## config.mk

```make
export PLATFORM = sky130hd
export DESIGN_NAME = kalman_channel_scheduler
export DESIGN_NICKNAME = d
export VERILOG_FILES = /design/src/rtl/kalman_channel_scheduler.sv
export SDC_FILE = /design/constraint.sdc
export NUM_CORES = 1
export LEC_CHECK = 0
export ABC_AREA = 1
export CORE_ASPECT_RATIO = 1.4
export CORE_MARGIN = 8
export CORE_UTILIZATION = 30
export CTS_BUF_LIST = sky130_fd_sc_hd__clkbuf_16
export DETAILED_ROUTE_END_ITERATION = 6
export DONT_BUFFER_PORTS = 1
export PLACE_DENSITY = 0.41
export RECOVER_POWER = 25
export SETUP_SLACK_MARGIN = 0.4
export SLEW_MARGIN = 15
export SYNTH_ARGS = -nofsm -noshare
export SYNTH_HDL_FRONTEND = slang
export SYNTH_SLANG_ARGS = --single-unit
```

## constraint.sdc

```tcl
create_clock -name clk -period 13.57 [get_ports clk]
set_input_delay 2.0355 -clock clk [delete_from_list [all_inputs] [get_ports clk]]
set_output_delay 2.0355 -clock clk [all_outputs]
set_load 0.01 [all_outputs]
```

## src/rtl/kalman_channel_scheduler.sv

```systemverilog
// Round-robin scheduler sharing one Kalman update core across NUM_CH channels.
// Holds per-channel x/P and sequences the core via a start/done handshake.
module kalman_channel_scheduler #(
  parameter int NUM_CH = 4,
  parameter int CH_W = $clog2(NUM_CH),
  parameter int STATE_BITS = 16,
  parameter int VAR_BITS = 64,
  parameter logic [VAR_BITS-1:0] P_INIT = 64'h4000_0000,
  parameter int TIMEOUT = 64
) (
  input  logic                         clk,
  input  logic                         rst,
  input  logic [NUM_CH-1:0]            z_valid,
  input  logic [NUM_CH*STATE_BITS-1:0] z_data,
  output logic [NUM_CH-1:0]            z_ready,
  input  logic [NUM_CH-1:0]            chan_clr,
  output logic                         upd_start,
  output logic [STATE_BITS-1:0]        upd_x,
  output logic [VAR_BITS-1:0]          upd_P,
  output logic [STATE_BITS-1:0]        upd_z,
  input  logic                         upd_done,
  input  logic [STATE_BITS-1:0]        upd_x_new,
  input  logic [VAR_BITS-1:0]          upd_P_new,
  output logic                         est_valid,
  output logic [CH_W-1:0]              est_chan,
  output logic [STATE_BITS-1:0]        est_x,
  output logic                         err_timeout,
  output logic                         busy
);

  typedef enum logic [1:0] {
    IDLE, ISSUE, WAIT, WRITEBACK
  } state_t;

  localparam int CNT_W = $clog2(TIMEOUT) + 1;

  state_t state;
  logic [CH_W-1:0] rr_ptr;
  logic [CH_W-1:0] cur_ch;
  logic [CH_W-1:0] grant;
  logic [CH_W-1:0] idx;
  logic [CH_W-1:0] nxt_ch;
  logic [NUM_CH-1:0] elig;
  logic found;
  logic [CNT_W-1:0] cnt;
  logic pending_clr;
  logic timeout_hit;
  logic wb_ok;
  logic [STATE_BITS-1:0] x_new_q;
  logic [VAR_BITS-1:0] p_new_q;
  logic [STATE_BITS-1:0] bank_x [NUM_CH];
  logic [VAR_BITS-1:0] bank_p [NUM_CH];

  assign elig = z_valid & ~chan_clr;

  always_comb begin
    grant = rr_ptr;
    found = 1'b0;
    idx = '0;
    for (int k = 0; k < NUM_CH; k++) begin
      idx = CH_W'((int'(rr_ptr) + k) % NUM_CH);
      if (!found && elig[idx]) begin
        found = 1'b1;
        grant = idx;
      end
    end
  end

  always_comb begin
    z_ready = '0;
    if (state == IDLE && found)
      z_ready[grant] = 1'b1;
  end

  assign nxt_ch = (cur_ch == CH_W'(NUM_CH - 1)) ?
                  '0 : cur_ch + CH_W'(1);

  assign upd_start = (state == ISSUE);
  assign busy = (state != IDLE);
  assign timeout_hit = (state == WAIT) && !upd_done &&
                       (cnt == CNT_W'(TIMEOUT - 1));
  assign err_timeout = timeout_hit;
  // A clear on the in-flight channel, earlier or right now, kills the result
  assign wb_ok = (state == WRITEBACK) && !pending_clr &&
                 !chan_clr[cur_ch];
  assign est_valid = wb_ok;

  always_ff @(posedge clk) begin
    if (rst) begin
      state <= IDLE;
      rr_ptr <= '0;
      cur_ch <= '0;
      cnt <= '0;
      pending_clr <= 1'b0;
      upd_x <= '0;
      upd_P <= '0;
      upd_z <= '0;
      est_chan <= '0;
      est_x <= '0;
      x_new_q <= '0;
      p_new_q <= '0;
      for (int i = 0; i < NUM_CH; i++) begin
        bank_x[i] <= '0;
        bank_p[i] <= P_INIT;
      end
    end else begin
      unique case (state)
        IDLE: begin
          if (found) begin
            upd_z <= z_data[grant*STATE_BITS +: STATE_BITS];
            upd_x <= bank_x[grant];
            upd_P <= bank_p[grant];
            cur_ch <= grant;
            pending_clr <= 1'b0;
            state <= ISSUE;
          end
        end
        ISSUE: begin
          cnt <= '0;
          state <= WAIT;
        end
        WAIT: begin
          if (upd_done) begin
            x_new_q <= upd_x_new;
            p_new_q <= upd_P_new;
            if (!pending_clr && !chan_clr[cur_ch]) begin
              est_x <= upd_x_new;
              est_chan <= cur_ch;
            end
            state <= WRITEBACK;
          end else if (timeout_hit) begin
            rr_ptr <= nxt_ch;
            state <= IDLE;
          end else begin
            cnt <= cnt + CNT_W'(1);
          end
        end
        WRITEBACK: begin
          if (wb_ok) begin
            bank_x[cur_ch] <= x_new_q;
            bank_p[cur_ch] <= p_new_q;
          end
          rr_ptr <= nxt_ch;
          state <= IDLE;
        end
      endcase
      if ((state == ISSUE || state == WAIT) && chan_clr[cur_ch])
        pending_clr <= 1'b1;
      for (int i = 0; i < NUM_CH; i++) begin
        if (chan_clr[i]) begin
          bank_x[i] <= '0;
          bank_p[i] <= P_INIT;
        end
      end
    end
  end

endmodule

```

Word-level counts from Yosys, hierarchy flattened
Memory sizes are Yosys's and may differ from the RTL's. A register that Yosys moved wholly into a read port is not among the register bits.
Index checks and enable logic that the tools add are counted.
{"block": "classes", "addsub": 5, "n_lt_le_gt_ge": 7, "n_eq_ne": 10, "shifts": 1, "muxes": 60, "bitwise_logic": 10, "reduce_logical": 31}
{"operator": "$mux W64", "n": 4}
{"operator": "$mux W16", "n": 4}
{"operator": "$shiftx A64 B7 Y16", "n": 1}
{"operator": "$mux W1", "n": 31}
{"operator": "$lt A2 B3 Y1 const B", "n": 6}
{"operator": "$mux W2", "n": 9}
{"operator": "$mux W7", "n": 2}
{"operator": "$pmux W7 S2", "n": 1}
{"operator": "$logic_and A1 B1 Y1", "n": 11}
{"operator": "$bmux W1 S2", "n": 5}
{"operator": "$reduce_bool A2 Y1", "n": 5}
{"operator": "$reduce_and A3 Y1", "n": 3}
{"operator": "$ne A2 B2 Y1 const B", "n": 4}
{"operator": "$or A1 B1 Y1", "n": 8}
{"operator": "$pmux W2 S4", "n": 1}
{"operator": "$reduce_and A2 Y1", "n": 4}
{"operator": "$add A7 B1 Y7 const B", "n": 1}
{"operator": "$eq A7 B6 Y1 const B", "n": 1}
{"operator": "$eq A2 B2 Y1 const B", "n": 3}
{"operator": "$logic_not A1 Y1", "n": 6}
{"operator": "$add A2 B1 Y2 const B", "n": 2}
{"operator": "$add A2 B2 Y2 const B", "n": 2}
{"operator": "$and A4 B4 Y4", "n": 1}
{"operator": "$mux W4", "n": 1}
{"operator": "8 further kinds", "n": 8}
{"block": "totals", "ff_bits": 128, "mem_bits_rw": 320, "inputBits": 155, "output_inout_bits": 122, "word_cells": 136, "n_memories": 2}
{"name": "bank_p", "words": 4, "width": 64, "rd": 1, "rd_clocked_by_memory_dff": 1, "wr": 5, "line_no": "52", "source": "logic [VAR_BITS-1:0] bank_p [NUM_CH];"}
{"name": "bank_x", "words": 4, "width": 16, "rd": 1, "rd_clocked_by_memory_dff": 1, "wr": 5, "line_no": "51", "source": "logic [STATE_BITS-1:0] bank_x [NUM_CH];"}

Logic depth before layout (Yosys ltp)
{"block": "depth", "ltp_word": 19, "depth_mapped": 19, "mapped_depth_nobuf": 16}

Worst setup path before layout
OpenSTA, ideal clock, no wires.
{"block": "synth_path", "path_type": "input port to flip-flop", "startpoint": "input port chan_clr[0]", "endpoint": "memory bank_p[0][0], enable pin", "arrival_time_ns": 5.020, "required_time_ns": 12.575, "path_slack_ns": 7.555, "cell_stages": 10, "path_cell_list": "inv_1 > o21ai_0 > nand2_1 > nand2_1 > nor2_1 > nand2_1 > clkinv_1 > nand2_1 > clkbuf_1 > nand3_1"}
{"element": "start, declared", "line_no": "16", "source": "input logic [NUM_CH-1:0] chan_clr,"}
{"element": "end, declared", "line_no": "52"}

==> metrics.txt <==
status complete, but fails checks; failing checks max-capacitance violations, max-slew violations; Initial DRC Count 1124; Post-Syn Area per Cell around 8.4 um2; Internal between 3 and 4 mW; cts repair resizes 0; max-slew violation count 112; initial antenna violation count 4; Sw Ratio between 30% and 40%; row count 120; largest net degree at the start of global routing 103; Max FO, Critical Path 102; min-delay worst type reg -> reg; Worst Path Arrival roughly 7.4 ns; #FFs+latches synth about 530; Post-Syn Area around 0.023 mm2; routed wire length approximately 76000 um; skew final approximately 0.031 ns; routed len/inst between 20 and 25 um; vias roughly 18000; register area share after synthesis between 50% and 60%; RSZ-0062 raised after global routing no; max_slew headroom -76.7%; setup TNS 0 ns; Final ANT Viol Nets 0; most frequent cells in the layout nand2_1, nor2_1, edfxtp_1; max-cap viol count 2; layout cells sized above 1 under 10%; top cell type's share of synthesized area between 40% and 50%; Post-CTS Hold Buffers 0; mean number of vias per cell 4.81; Fin. Hold Viols 0; CTS buffer count slightly below 60; CP Capture Type flop; Worst Path Required around 14 ns; # Post-CTS Setup Buffers 0; Yosys top cell by area edfxtp_1; maximum vdd drop 0.130 mV; first-pass GRT wire length approximately 110000 um; total track usage roughly 17%; Sw Pwr approximately 2 mW; register area between 0.01 and 0.015 mm2; H-tree depth 2; clock slew at reported path FFs 0.06 ns; Setup violations, final 0; num ports about 280; hpwl dp between 40000 and 50000 um; worst slew pin tran 2.64 ns; Reg power frac 39.3%; Final GP Congestion about 0.84; vias in the first global route 17900; CTS Root Cell clkbuf_16; Filler cells slightly below 8000; Die Y about 340 um; Area Growth Syn to Fin 11.3%; most common cell after layout, fill and taps aside nand2_1; area of the multi-input gates 0.00781 mm2; P_leak 10.8 nW; synth top area cells edfxtp_1, dfxtp_1, nand2_1; Starting Density roughly 30%; Tcrit/Tclk final 52.4%; Cells after Synth roughly 2700; CTS sink cnt around 530; total overflow reported by the global router 0; crit path launch type input pin; Clk pwr share 30.7%; Max clock buf depth 3; P per Cell Area 202 mW/mm2; Comb pwr share a little under a third; kind of critical path in -> reg; fmax about 140 MHz; Die ar. ~0.086 mm2; DR pass1 iterations 5; CTS tree yes; Worst Hold Slack around 0.46 ns; final routed DRC violation total 0; chip width 251 um; Yosys cell types 29; Skew-Pair Late Insertion Delay about 0.62 ns; I/O Buffers 0; nets around 2800; Syn Nets 2905; Core Area about 0.076 mm2; Final Critical Period 7.11 ns; yosys warns 0
[synth_stat cells, drive strengths merged]
| master | n |
|---|---|
| clkinv | 2 |
| xor2 | 1 |
| nand3 | 320 |
| nand4 | 4 |
| ha | 10 |
| edfxtp | 320 |
| nand2 | 731 |
| nor2 | 521 |
| clkbuf | 99 |
| dfxtp | 208 |
| nor3 | 6 |
| a211oi | 1 |
| inv | 220 |
| buf | 77 |
| nor3b | 2 |
| o21ai | 107 |
| a21oi | 111 |
[power by group through the flow]
stage	sequential, mW	clock (mW)	combinational, mW
after global placement	2.09	0	1.58
after detailed placement	2.09	0	1.60
after floorplan	2.03	0	1.13
final	2.05	1.60	1.56
after CTS	2.06	1.65	1.60
after global routing	2.07	1.71	1.77
[final cells by class]
cell class	instances	area share, %
multi-input combinational	1814	30.3
antenna	4	0.0389
clock inverter	45	1.17
timing repair buffer	23	0.656
tap	976	4.74
sequential	528	53.5
clock buffer	65	6.32
inverter	222	3.27
[stage by stage]
step	util, %	total power, mW	std cells	worst slack [ns]	cell area (um2)
finish	33.7	5.21	3677	6.46	25700
global route	33.7	5.56	3674	5.91	25700
CTS	33.7	5.31	3673	7.05	25800
detailed placement	31.2	3.69	3563	7.06	23800
global placement	31.2	3.67	3563	7.08	23800
floorplan	-	3.16	2740	7.56	23100
[worst max-delay path, cell delays in order]
cell and delay (ns):
clkinvlp_2 1.96, nand2_1 0.67, clkinv_1 0.36, nand2_1 0.71, nand3_4 0.87, buf_4 0.67
[layer usage]
metal	global-route usage, %	wire [um]
met2	32.0	39500
met4	5.21	1830
met1	19.9	31100
met5	0	12
met3	3.32	3950
[worst paths after layout]
path                          start                           to  slack (ns)  depth (start not counted)
max                             rst   bank_p[2][5]$_SDFFCE_PN0P_        6.46                          6
min             cnt[6]$_SDFFE_PP0P_          cnt[6]$_SDFFE_PP0P_        0.46                          2
min reg2reg     cnt[6]$_SDFFE_PP0P_          cnt[6]$_SDFFE_PP0P_        0.46                          2
max reg2reg  cur_ch[1]$_SDFFE_PP0P_  bank_p[3][34]$_SDFFCE_PN0P_        8.48                         11
[logic make-up (layout without fill, tap and decap cells)]
group / Yosys count / in the layout / synth area share [%]
AO/OA/AOI/OAI: 219 / 219 / 4.75
adder cells (fa/ha/maj): 10 / 10 / 0.541
other: 0 / 4 / 0
flip-flops: 528 / 528 / 59.5
buffers and inverters: 398 / 355 / 7.17
XOR/XNOR: 1 / 1 / 0.0379
AND/OR/NAND/NOR: 1584 / 1584 / 28.0
[sequential cells by signal, summed over array words and instances, names as in the netlist]
register and count:
bank_x 64, p_new_q 64, cnt 7, est_x 16
x_new_q 16, bank_p 256, state 2, cur_ch 2
rr_ptr 2, upd_z 16, est_chan 2, pending_clr 1
upd_P 64, upd_x 16
No activity file was read; power rests on OpenSTA's default activity.
